==> config.mk <==
export PLATFORM = sky130hd
export DESIGN_NAME = sm_rule_filter_avlstrm
export DESIGN_NICKNAME = d
export VERILOG_FILES = /design/src/rtl/sm_rule_filter_avlstrm.sv
export SDC_FILE = /design/constraint.sdc
export NUM_CORES = 1
export LEC_CHECK = 0
export CORE_AREA = 3 3 540 542
export DETAILED_ROUTE_END_ITERATION = 16
export DIE_AREA = 0 0 543 545
export DONT_BUFFER_PORTS = 1
export PLACE_DENSITY = 0.3
export SLEW_MARGIN = 20
export SYNTH_ARGS = -nofsm -noshare
export SYNTH_HDL_FRONTEND = slang
export SYNTH_SLANG_ARGS = --single-unit
==> constraint.sdc <==
create_clock -name Clk -period 2.13 [get_ports Clk]
set_input_delay 0.426 -clock Clk [delete_from_list [all_inputs] [get_ports Clk]]
set_output_delay 0.426 -clock Clk [all_outputs]
set_load 0.1 [all_outputs]
==> src/rtl/sm_rule_filter_avlstrm.sv <==
// Rule filter on the checked packet path: pairs each metadata record with one packet,
// forwards packets that matched at least one rule and drains the rest, with statistics.
module sm_rule_filter_avlstrm #(
  parameter int PKT_W    = 512,
  parameter int EMPTY_W  = 6,
  parameter int META_W   = 128,
  parameter int RCNT_LSB = 0,
  parameter int RCNT_W   = 16
) (
  input  logic               Clk,
  input  logic               Rst_n,
  input  logic [PKT_W-1:0]   in_pkt_data,
  input  logic               in_pkt_valid,
  input  logic               in_pkt_sop,
  input  logic               in_pkt_eop,
  input  logic [EMPTY_W-1:0] in_pkt_empty,
  output logic               in_pkt_ready,
  input  logic [META_W-1:0]  in_meta_data,
  input  logic               in_meta_valid,
  output logic               in_meta_ready,
  output logic [PKT_W-1:0]   out_pkt_data,
  output logic               out_pkt_sop,
  output logic               out_pkt_eop,
  output logic [EMPTY_W-1:0] out_pkt_empty,
  output logic               out_pkt_valid,
  input  logic               out_pkt_ready,
  output logic [META_W-1:0]  out_meta_data,
  output logic               out_meta_valid,
  input  logic               out_meta_ready,
  output logic [31:0]        stats_fwd_pkt,
  output logic [31:0]        stats_drop_pkt,
  output logic [31:0]        stats_err
);

  typedef enum logic [1:0] {IDLE, META_OUT, FWD, DROP} state_t;

  state_t              state_q, state_d;
  logic [META_W-1:0]   meta_q;
  logic                meta_rdy_q, meta_vld_q, first_q;
  logic [31:0]         fwd_q, drop_q, err_q;
  logic                in_pkt_st, pkt_hs, frame_err;

  assign in_pkt_st = (state_q == FWD) || (state_q == DROP);
  assign pkt_hs    = in_pkt_valid && in_pkt_ready;
  // First beat must carry sop, later beats must not; one error per beat at most.
  assign frame_err = pkt_hs && in_pkt_st && (first_q ? !in_pkt_sop : in_pkt_sop);

  always_comb begin
    state_d = state_q;
    case (state_q)
      IDLE:     if (in_meta_valid && meta_rdy_q)
                  state_d = (in_meta_data[RCNT_LSB +: RCNT_W] != '0) ? META_OUT : DROP;
      META_OUT: if (out_meta_ready) state_d = FWD;
      FWD,
      DROP:     if (pkt_hs && in_pkt_eop) state_d = IDLE;
      default:  state_d = IDLE;
    endcase
  end

  // Meta-side handshake signals are registered from the next state so both read 0 in reset.
  always_ff @(posedge Clk or negedge Rst_n) begin
    if (!Rst_n) begin
      state_q    <= IDLE;
      meta_q     <= '0;
      meta_rdy_q <= 1'b0;
      meta_vld_q <= 1'b0;
      first_q    <= 1'b1;
      fwd_q      <= '0;
      drop_q     <= '0;
      err_q      <= '0;
    end else begin
      state_q    <= state_d;
      meta_rdy_q <= (state_d == IDLE);
      meta_vld_q <= (state_d == META_OUT);
      if (state_q == IDLE && in_meta_valid && meta_rdy_q) meta_q <= in_meta_data;
      if (!in_pkt_st)  first_q <= 1'b1;
      else if (pkt_hs) first_q <= 1'b0;
      if (state_q == FWD && pkt_hs && in_pkt_eop)  fwd_q  <= fwd_q + 32'd1;
      if (state_q == DROP && pkt_hs && in_pkt_eop) drop_q <= drop_q + 32'd1;
      if (frame_err) err_q <= err_q + 32'd1;
    end
  end

  assign in_meta_ready  = meta_rdy_q;
  assign out_meta_valid = meta_vld_q;
  assign out_meta_data  = meta_q;

  // FWD is a zero-latency pass-through; DROP sinks every beat.
  assign in_pkt_ready  = (state_q == DROP) || ((state_q == FWD) && out_pkt_ready);
  assign out_pkt_valid = (state_q == FWD) && in_pkt_valid;
  assign out_pkt_data  = in_pkt_data;
  assign out_pkt_sop   = in_pkt_sop;
  assign out_pkt_eop   = in_pkt_eop;
  assign out_pkt_empty = in_pkt_empty;

  assign stats_fwd_pkt  = fwd_q;
  assign stats_drop_pkt = drop_q;
  assign stats_err      = err_q;

endmodule

==> results.sh, run 1 <==
export IMPL_start_util_pct=4.68
export IMPL_final_antenna_net_count=0
export IMPL_viasPerCell=1.67
export IMPL_endpoint_kind="output port"
export IMPL_drc=0
export IMPL_insertion_delay_ns=0.60
export IMPL_gp_congestion=0.762
export IMPL_finalHoldWorstSlack_ns=-0.471
export IMPL_vias=7996
export IMPL_intPower_mw=11.6
export IMPL_drtIter0Drc=410
export IMPL_post_route_period_util_pct=93.7
export IMPL_wirelength_mm=113
export IMPL_grt_pass1_wl_mm=130
export IMPL_netlist_top_cell_by_area="dfrtp_1"
export IMPL_cp_required_ns=1.70
export IMPL_synthTopCellsByArea="dfrtp_1 42%, buf_4 29%, mux2_2 11%"
export IMPL_start_kind="flop"
export IMPL_power_density_nw_per_um2=1490
export IMPL_syn_num_nets=1877
export IMPL_cts_htree_levels=2
export IMPL_fp_coreArea_sq_um=287000
export IMPL_grt_use_total_pct=7.21
export IMPL_period_needed_ns=2.00
export IMPL_pwr_share_comb_pct=21.2
export IMPL_grt_max_degree=230
export IMPL_layout_commonest_cell="dfrtp_1"
export IMPL_reg2reg_depth=6
export IMPL_io_buffers=0
export IMPL_setup_viol_count_final=0
export IMPL_ys_ff_latch=229
export IMPL_ctsHoldBuffers=132
export IMPL_area_growth_syn_to_layout_pct=33.6
export IMPL_num_rows=197
export IMPL_syn_area_per_cell_sq_um=11.0
export IMPL_drive_gt1_share_pct=39.0
export IMPL_hold_path_class="primary input to async pin"
export IMPL_die_area_sq_um=296000
export IMPL_layout_common_cells="184 x dfrtp_1, 137 x buf_4, 132 x dlygate4sd3_1"
export IMPL_cts_root_buf="clkbuf_16"
export IMPL_pin_count=1402
export IMPL_worst_slack_ns=0.133
export IMPL_tightestPinTransition_ns=1.08
export IMPL_rsz0062_at_grt="false"
export IMPL_layout_nets=1644
export IMPL_fmax_mhz=501
export IMPL_synth_seq_area_share_pct=42.6
export IMPL_cts_sinks=229
export IMPL_cts_buffers=35
export IMPL_maxSlewViolCount=0
export IMPL_hold_viol_final=229
export IMPL_swShare_pct=56.6
export IMPL_routedWlPerCell_um=23.6
export IMPL_violations="negative hold slack"
export IMPL_grt_pass1_vias=8376
export IMPL_worst_clock_skew_ns=0.0207
export IMPL_worstPathMaxFanout=2
export IMPL_relSlewSlack_pct=28.1
export IMPL_finalSetupTns_ns=0
export IMPL_critical_path_class="flop to output port"
export IMPL_netlist_area_leader_share_pct=42.4
export IMPL_netlist_area_sq_um=13500
export IMPL_seqPwrFrac_pct=54.6
export IMPL_place_ws_ns=0.0108
export IMPL_ys_warn_count=0
export IMPL_maxCapViolCount=0
export IMPL_clk_pin_slew_ns=0.05
export IMPL_antenna_found_initial=6
export IMPL_arrival_ns=1.57
export IMPL_ir_drop_v=0.00101
export IMPL_p_clk_share_pct=24.2
export IMPL_cellLeakagePower_nw=6.18
export IMPL_syn_instance_count=1220
export IMPL_tritoncts="built"
export IMPL_yosysUniqueCellTypes=42
export IMPL_dpl_hpwl_mm=99.8
export IMPL_die_h_um=545
export IMPL_outcome="finished, violations left"
export IMPL_overflow=0
export IMPL_first_pass_iters=4
export IMPL_p_sw_mw=15.1
export IMPL_clock_path_buffers=3
export IMPL_fp_dieW_um=543
export IMPL_n_fill_cell=33723
export IMPL_crit_cells=0
-- cell families after synthesis --
kind of cell | Yosys count | share of synthesized area, %
compound gates | 7 | 0.409
xor+xnor | 94 | 6.12
fa+ha+maj | 3 | 0.279
buf+inv | 559 | 30.5
flops | 229 | 42.6
mux | 131 | 11.0
simple gates | 197 | 9.08
-- Yosys cell counts --
cell type,instances
a31o_2,1
a41o_1,1
and2_1,5
and3_1,17
and3_2,1
and3b_1,1
and3b_2,1
and4_1,14
and4bb_2,1
buf_1,1
buf_2,23
buf_4,522
buf_6,3
clkbuf_1,1
dfrtp_1,228
dfstp_2,1
ha_1,3
inv_1,9
mux2_2,131
nand2_1,37
nand2_2,1
nand2_4,1
nand2b_1,1
nand3_1,22
nand4_1,31
nand4_4,2
nand4b_1,4
nor2_1,9
nor2b_1,1
nor3_1,13
nor3_2,2
nor3b_1,1
nor4_1,26
nor4_2,2
nor4_4,2
o211ai_1,2
o21a_1,1
o21ai_0,1
o2bb2ai_1,1
or4_1,2
xnor2_1,50
xor2_1,44
-- routing by layer --
metal / vias to the layer above / global-route usage (%) / share of wire (%)
li1: 3084 / - / -
met1: 3708 / 3.81 / 18
met2: 950 / 11.7 / 47
met3: 246 / 9.93 / 29
met4: 8 / 3.65 / 5.1
met5: - / 0.731 / 0.27
-- registers in the layout, indices dropped and copies added, names as in the netlist --
register	count
stats_drop_pkt	32
first_q	1
stats_err	32
stats_fwd_pkt	32
out_meta_valid	1
in_meta_ready	1
state_q	2
out_meta_data	128
-- final cells by class --
| class | instances | area [sq um] | share of cell area [%] |
|---|---|---|---|
| repair buffers | 280 | 2550 | 14.2 |
| flip-flops and latches | 229 | 5790 | 32.2 |
| diodes | 2 | 5.00 | 0.0279 |
| clock buffers | 49 | 990 | 5.51 |
| clock inverters | 15 | 251 | 1.40 |
| well taps | 3781 | 4730 | 26.3 |
| inverters | 9 | 33.8 | 0.188 |
| multi-input cells | 432 | 3620 | 20.1 |
-- power by group through the flow --
stage / Sequential [mW] / Combinational, mW / Clock, mW
detailed placement: 14.7 / 5.64 / 0
global placement: 14.7 / 5.56 / 0
global route: 14.8 / 6.05 / 7.03
CTS: 14.6 / 5.84 / 6.89
finish: 14.6 / 5.67 / 6.47
floorplan: 16.3 / 6.68 / 0
-- path summary, 6_finish.rpt --
kind / slack, ns / end / from
max reg2reg: 0.33 / stats_fwd_pkt[31] / state_q[0]
max: 0.13 / out_meta_data[12] / out_meta_data[12]
max in group asynchronous: 1.63 / stats_drop_pkt[31] / Rst_n
min reg2reg: 0.47 / first_q / first_q
min in group Clk: 0.14 / state_q[0] / out_meta_ready
min: -0.47 / out_meta_data[96] / Rst_n
-- through the flow --
step | cells | power (mW) | area, sq um | util [%]
finish | 4797 | 26.7 | 18000 | 6.25
global route | 4796 | 27.8 | 18000 | 6.25
CTS | 4795 | 27.3 | 18000 | 6.25
global placement | 4598 | 20.3 | 15400 | 5.35
detailed placement | 4598 | 20.3 | 15400 | 5.35
floorplan | 1220 | 23.0 | 13500 | -
-- what timing repair did --
action	4_1_cts	5_1_grt
endpoints found under the hold margin	359	229
gates resized for setup	3	1
buffers inserted	1	0
setup endpoints to repair	2	2
No activity file was read; power rests on OpenSTA's default activity.
==> run 2, diff against run 1 <==
--- a/config.mk
+++ b/config.mk
@@ -5,7 +5,9 @@
 export SDC_FILE = /design/constraint.sdc
 export NUM_CORES = 1
 export LEC_CHECK = 0
+export ABC_CLOCK_PERIOD_IN_PS = 2130
 export CORE_AREA = 3 3 540 542
+export CTS_BUF_LIST = sky130_fd_sc_hd__clkbuf_4 sky130_fd_sc_hd__clkbuf_8
 export DETAILED_ROUTE_END_ITERATION = 16
 export DIE_AREA = 0 0 543 545
 export DONT_BUFFER_PORTS = 1
==> results.sh, run 2 (synthesis gave the netlist of run 1 again) <==
export IMPL_layout_common_cells="155 x dfrtp_2, 134 x dlygate4sd3_1, 131 x mux2_2"
export IMPL_largest_reg_flops=128
export IMPL_grt_use_total_pct=7.25
export IMPL_area_growth_syn_to_layout_pct=35.7
export IMPL_setup_viol_count_final=0
export IMPL_num_rows=197
export IMPL_p_clk_share_pct=21.8
export IMPL_endpoint_kind="output port"
export IMPL_routedWlPerCell_um=23.7
export IMPL_io_buffers=0
export IMPL_total_power_mw=26.6
export IMPL_start_kind="flop"
export IMPL_insertion_delay_ns=0.75
export IMPL_die_h_um=545
export IMPL_swShare_pct=57.2
export IMPL_clk_pin_slew_ns=0.05
export IMPL_critical_path_class="flop to output port"
export IMPL_worst_clock_skew_ns=0.0423
export IMPL_tightestPinTransition_ns=1.05
export IMPL_drive_gt1_share_pct=52.5
export IMPL_critical_path_max_stage_delay_ns=0.43
export IMPL_ir_drop_v=0.00101
export IMPL_arrival_ns=1.64
export IMPL_fp_coreArea_sq_um=287000
export IMPL_grt_pass1_wl_mm=130
export IMPL_period_needed_ns=2.07
export IMPL_dpl_hpwl_mm=99.8
export IMPL_worst_slack_ns=0.0623
export IMPL_hold_viol_final=229
export IMPL_first_pass_iters=4
export IMPL_fp_dieW_um=543
export IMPL_reg2reg_depth=6
export IMPL_vias=8130
export IMPL_rsz0062_at_grt="true"
export IMPL_seqPwrFrac_pct=55.9
export IMPL_finalSetupTns_ns=0
export IMPL_cellLeakagePower_nw=6.17
export IMPL_antenna_found_initial=7
export IMPL_viasPerCell=1.68
export IMPL_cts_buffers=49
export IMPL_grt_pass1_vias=8650
export IMPL_tritoncts="built"
export IMPL_gp_congestion=0.762
export IMPL_outcome="finished, violations left"
export IMPL_gr_usage_met3_pct=10.2
export IMPL_p_sw_mw=15.2
export IMPL_path_cells="and3b_2, buf_12"
export IMPL_drc=0
export IMPL_wirelength_mm=115
export IMPL_overflow=0
export IMPL_layout_nets=1670
export IMPL_die_area_sq_um=296000
export IMPL_grt_max_degree=230
export IMPL_place_ws_ns=0.0108
export IMPL_grt_util_met1_pct=3.66
export IMPL_worstPathMaxFanout=4
export IMPL_busiest_layer="met2"
export IMPL_cts_root_buf="clkbuf_8"
export IMPL_violations="negative hold slack"
export IMPL_drtIter0Drc=448
export IMPL_cp_slowest_cell="dfrtp_2"
export IMPL_finalHoldWorstSlack_ns=-0.621
export IMPL_clock_path_buffers=3
export IMPL_hold_path_class="primary input to async pin"
export IMPL_cts_htree_levels=2
export IMPL_grt_util_met2_pct=11.8
export IMPL_pin_count=1402
export IMPL_power_density_nw_per_um2=1460
export IMPL_post_route_period_util_pct=97.1
export IMPL_layout_commonest_cell="dfrtp_2"
export IMPL_start_util_pct=4.68
export IMPL_intPower_mw=11.4
export IMPL_maxSlewViolCount=0
export IMPL_final_antenna_net_count=0
export IMPL_relSlewSlack_pct=29.8
export IMPL_fmax_mhz=484
export IMPL_maxCapViolCount=0
export IMPL_ctsHoldBuffers=134
export IMPL_pwr_share_comb_pct=22.3
export IMPL_cp_required_ns=1.70
export IMPL_cts_sinks=229
-- run 2: changes by cell type in the layout (fill, tap and decap cells not counted), sizes merged --
cell	previous run	this run
buf	148	157
bufinv	6	4
clkbuf	49	80
clkinv	4	5
clkinvlp	3	1
diode	2	3
dlygate4sd3	132	134
-- run 2: metrics by stage --
step / util [%] / std cells / area, sq um
floorplan: - / 1220 / 13500
global placement: 5.35 / 4598 / 15400
detailed placement: 5.35 / 4598 / 15400
CTS: 6.32 / 4828 / 18200
global route: 6.35 / 4837 / 18300
finish: 6.35 / 4837 / 18300
-- run 2: cell type report --
| type | instances | area [sq um] |
|---|---|---|
| clock buffers | 79 | 956 |
| multi-input cells | 432 | 3630 |
| fillers | 33706 | 269000 |
| inverters | 9 | 33.8 |
| flip-flops and latches | 229 | 5930 |
| well taps | 3781 | 4730 |
| repair buffers | 292 | 2780 |
| diodes | 3 | 7.51 |
| clock inverters | 12 | 184 |
-- run 2: timing repair --
action                                  in CTS  in global routing
resized for setup                          144                  3
endpoints found under the setup margin     130                 17
hold endpoints to repair                   366                229
cloned                                       0                  1
pin swaps                                    1                  1
buffers inserted                             5                  5
-- run 2: worst paths after layout --
path                             startpoint            endpoint  slack, ns
setup / recovery                 state_q[0]       out_pkt_valid       0.06
hold / removal                        Rst_n   out_meta_data[96]      -0.62
setup reg to reg                 state_q[0]  out_meta_data[110]       0.11
hold reg to reg                     first_q             first_q       0.47
max in group asynchronous             Rst_n  stats_drop_pkt[31]       1.78
min in group Clk           in_meta_data[10]          state_q[1]       0.24
-- run 2: critical path, delay by kind of cell (launching register included) --
kind | cells | cell delay, ns
AND/OR/NAND/NOR | 1 | 0.28
buffers and inverters | 1 | 0.18
flip-flops | 1 | 0.43
-- run 2: power by group through the flow --
stage	Combinational (mW)	Sequential, mW	Clock, mW
floorplan	6.68	16.3	0
global placement	5.56	14.7	0
detailed placement	5.64	14.7	0
CTS	5.96	14.9	6.24
global route	6.34	15.0	6.37
finish	5.93	14.9	5.80
-- run 2: per-layer routing --
layer,vias to the layer above,wire [um]
met5,-,537
met3,285,34100
li1,3140,-
met1,3729,20100
met2,962,54200
met4,14,5920
==> run 3, diff against run 2 <==
--- a/config.mk
+++ b/config.mk
@@ -5,11 +5,12 @@
 export SDC_FILE = /design/constraint.sdc
 export NUM_CORES = 1
 export LEC_CHECK = 0
+export ABC_AREA = 1
 export ABC_CLOCK_PERIOD_IN_PS = 2130
-export CORE_AREA = 3 3 540 542
+export CORE_AREA = 3 3 547 549
 export CTS_BUF_LIST = sky130_fd_sc_hd__clkbuf_4 sky130_fd_sc_hd__clkbuf_8
 export DETAILED_ROUTE_END_ITERATION = 16
-export DIE_AREA = 0 0 543 545
+export DIE_AREA = 0 0 550 552
 export DONT_BUFFER_PORTS = 1
 export PLACE_DENSITY = 0.3
 export SLEW_MARGIN = 20
==> results.sh, run 3 <==
export IMPL_ctsHoldBuffers=130
export IMPL_fin_util_pct=6.67
export IMPL_fp_coreArea_sq_um=294000
export IMPL_rsz0062_at_grt="true"
export IMPL_layout_common_cells="362 x nand2_1, 137 x nor2_1, 135 x buf_4"
export IMPL_insertion_delay_ns=0.70
export IMPL_start_kind="primary input"
export IMPL_clk_pin_slew_ns=0.06
export IMPL_dpl_hpwl_mm=125
export IMPL_synth_common_cells="522 x buf_4, 362 x nand2_1, 228 x dfrtp_1"
export IMPL_synthTopCellsByArea="dfrtp_1 39%, buf_4 27%, nand2_1 9.3%"
export IMPL_worstPathMaxFanout=6
export IMPL_maxCapViolCount=0
export IMPL_finalHoldWorstSlack_ns=-0.567
export IMPL_arrival_ns=2.62
export IMPL_postSynth_asyncResetShare_pct=100
export IMPL_syn_instance_count=1676
export IMPL_setup_viol_count_final=0
export IMPL_cts_sinks=229
export IMPL_total_power_mw=27.0
export IMPL_relSlewSlack_pct=21.9
export IMPL_start_util_pct=4.98
export IMPL_post_route_period_util_pct=95.7
export IMPL_dpl_instance_area_sq_um=16900
export IMPL_pwr_share_comb_pct=29.0
export IMPL_design_area_sq_um=19600
export IMPL_drive_gt1_share_pct=33.6
export IMPL_ys_ff_latch=229
export IMPL_netlist_area_sq_um=14700
export IMPL_cp_required_ns=2.71
export IMPL_fmax_mhz=490
export IMPL_vias=10119
export IMPL_grt_pass1_wl_mm=161
export IMPL_netlist_area_leader_share_pct=38.9
export IMPL_viasPerCell=1.86
export IMPL_routedWlPerCell_um=25.2
export IMPL_worst_slack_ns=0.0906
export IMPL_first_pass_iters=4
export IMPL_synth_edff_count=0
export IMPL_period_needed_ns=2.04
export IMPL_endpoint_kind="flop"
export IMPL_worst_clock_skew_ns=0.0538
export IMPL_hold_path_class="primary input to async pin"
export IMPL_synth_most_common_cell="buf_4"
export IMPL_synthFlopType="dfrtp_1"
export IMPL_syn_area_per_cell_sq_um=8.75
export IMPL_p_sw_mw=15.7
export IMPL_io_buffers=0
export IMPL_tightestPinTransition_ns=1.17
export IMPL_ys_warn_count=0
export IMPL_grt_use_total_pct=8.71
export IMPL_critical_path_class="primary input to flop"
export IMPL_area_growth_syn_to_layout_pct=33.9
export IMPL_violations="negative hold slack"
export IMPL_synth_seq_area_share_pct=39.1
export IMPL_power_density_nw_per_um2=1380
export IMPL_final_antenna_net_count=0
export IMPL_antenna_found_initial=9
export IMPL_syn_num_nets=2333
export IMPL_overflow=0
export IMPL_layout_commonest_cell="nand2_1"
export IMPL_cts_htree_levels=2
export IMPL_intPower_mw=11.3
export IMPL_cellLeakagePower_nw=6.92
export IMPL_ir_drop_v=0.00130
export IMPL_largest_reg_flops=128
export IMPL_outcome="finished, violations left"
export IMPL_drtIter0Drc=378
export IMPL_maxSlewViolCount=0
export IMPL_yosysUniqueCellTypes=33
export IMPL_pin_count=1402
export IMPL_tritoncts="built"
export IMPL_layout_nets=2144
export IMPL_p_clk_share_pct=20.3
export IMPL_cts_buffers=47
export IMPL_num_rows=199
export IMPL_seqPwrFrac_pct=50.7
export IMPL_fp_dieW_um=550
export IMPL_grt_pass1_vias=10776
export IMPL_gp_congestion=0.758
export IMPL_die_h_um=552
export IMPL_wirelength_mm=138
export IMPL_grt_max_degree=230
export IMPL_swShare_pct=58.0
export IMPL_die_area_sq_um=304000
export IMPL_drc=0
export IMPL_hold_viol_final=229
export IMPL_place_ws_ns=0.284
export IMPL_clock_path_buffers=3
export IMPL_netlist_top_cell_by_area="dfrtp_1"
export IMPL_cts_root_buf="clkbuf_8"
## run 3: cell types whose count changed after synthesis, moves of 11 or more
cell,change
inv_1,+95
and4_1,-14
nor4_1,-26
nand2_1,+325
xnor2_1,-30
buf_2,-16
mux2_2,-15
xor2_1,-11
nand4_1,-11
nand3_1,+31
nor2_1,+130
o21ai_0,+19
and3_1,-17
## run 3: metrics by stage
stage	setup TNS, ns	std cells	hold WS [ns]
after floorplan	-0.0329	1676	0.130
after global placement	0	5225	0.141
after detailed placement	0	5225	0.140
after CTS	-0.118	5443	-0.765
after global routing	-0.0348	5445	-0.694
final	0	5449	-0.567
## run 3: area by class of cell
class	instances	area (sq um)
multi-input cells	799	4500
clock buffers	72	916
repair buffers	304	2840
clock inverters	15	175
flip-flops and latches	229	5870
inverters	106	400
well taps	3919	4900
fillers	34601	275000
diodes	5	12.5
## run 3: power groups by stage
stage | sequential (mW) | combinational, mW | clock (mW)
floorplan | 16.5 | 6.81 | 0
global placement | 13.6 | 7.64 | 0
detailed placement | 13.5 | 7.70 | 0
CTS | 13.7 | 7.97 | 5.90
global route | 13.9 | 8.29 | 6.02
finish | 13.7 | 7.83 | 5.49
## run 3: worst max-delay path, cell delays in order
cell and delay (ns):
dlygate4sd3_1 0.53, nand2_1 0.07, dlygate4sd3_1 0.59, inv_1 0.15
nand4_4 0.20, nor2_4 0.28, nand2_1 0.14, o21ai_0 0.16
nand2_1 0.07
## run 3: what timing repair did
action	4_1_cts	5_1_grt
buffers inserted	3	1
setup endpoints to repair	129	6
resized for setup	144	4
endpoints found under the hold margin	361	229
pin swaps	1	1
## run 3: final timing paths
kind                       depth (start not counted)            endpoint  slack, ns               from
setup / recovery                                   9   stats_fwd_pkt[20]       0.09       in_pkt_valid
hold / removal                                     0  stats_drop_pkt[31]      -0.57              Rst_n
setup reg to reg                                   5  out_meta_data[101]       0.21         state_q[0]
hold reg to reg                                    1   stats_drop_pkt[0]       0.50  stats_drop_pkt[0]
max in group asynchronous                          0   out_meta_data[16]       1.66              Rst_n
min in group Clk                                   3   out_meta_data[13]       0.13   in_meta_data[13]
## run 3: kinds of logic (layout without fill, tap and decap cells)
kind of cell	Yosys count	in the layout	share of synthesized area, %
other	0	5	0
flip-flops	229	229	39.1
buffers and inverters	648	497	30.5
multiplexers	116	116	8.91
AND/OR/NAND/NOR	604	604	17.3
XOR/XNOR	53	53	3.17
adder cells (fa/ha/maj)	3	3	0.256
AO/OA/AOI/OAI	23	23	0.819
## run 3: layer usage
layer / global-route usage, % / wire [um] / vias up
met5: 0.712 / 339 / -
met4: 3.41 / 5340 / 10
met3: 12.1 / 41800 / 237
met2: 14.5 / 65000 / 1021
met1: 4.57 / 25000 / 4514
li1: - / - / 4337
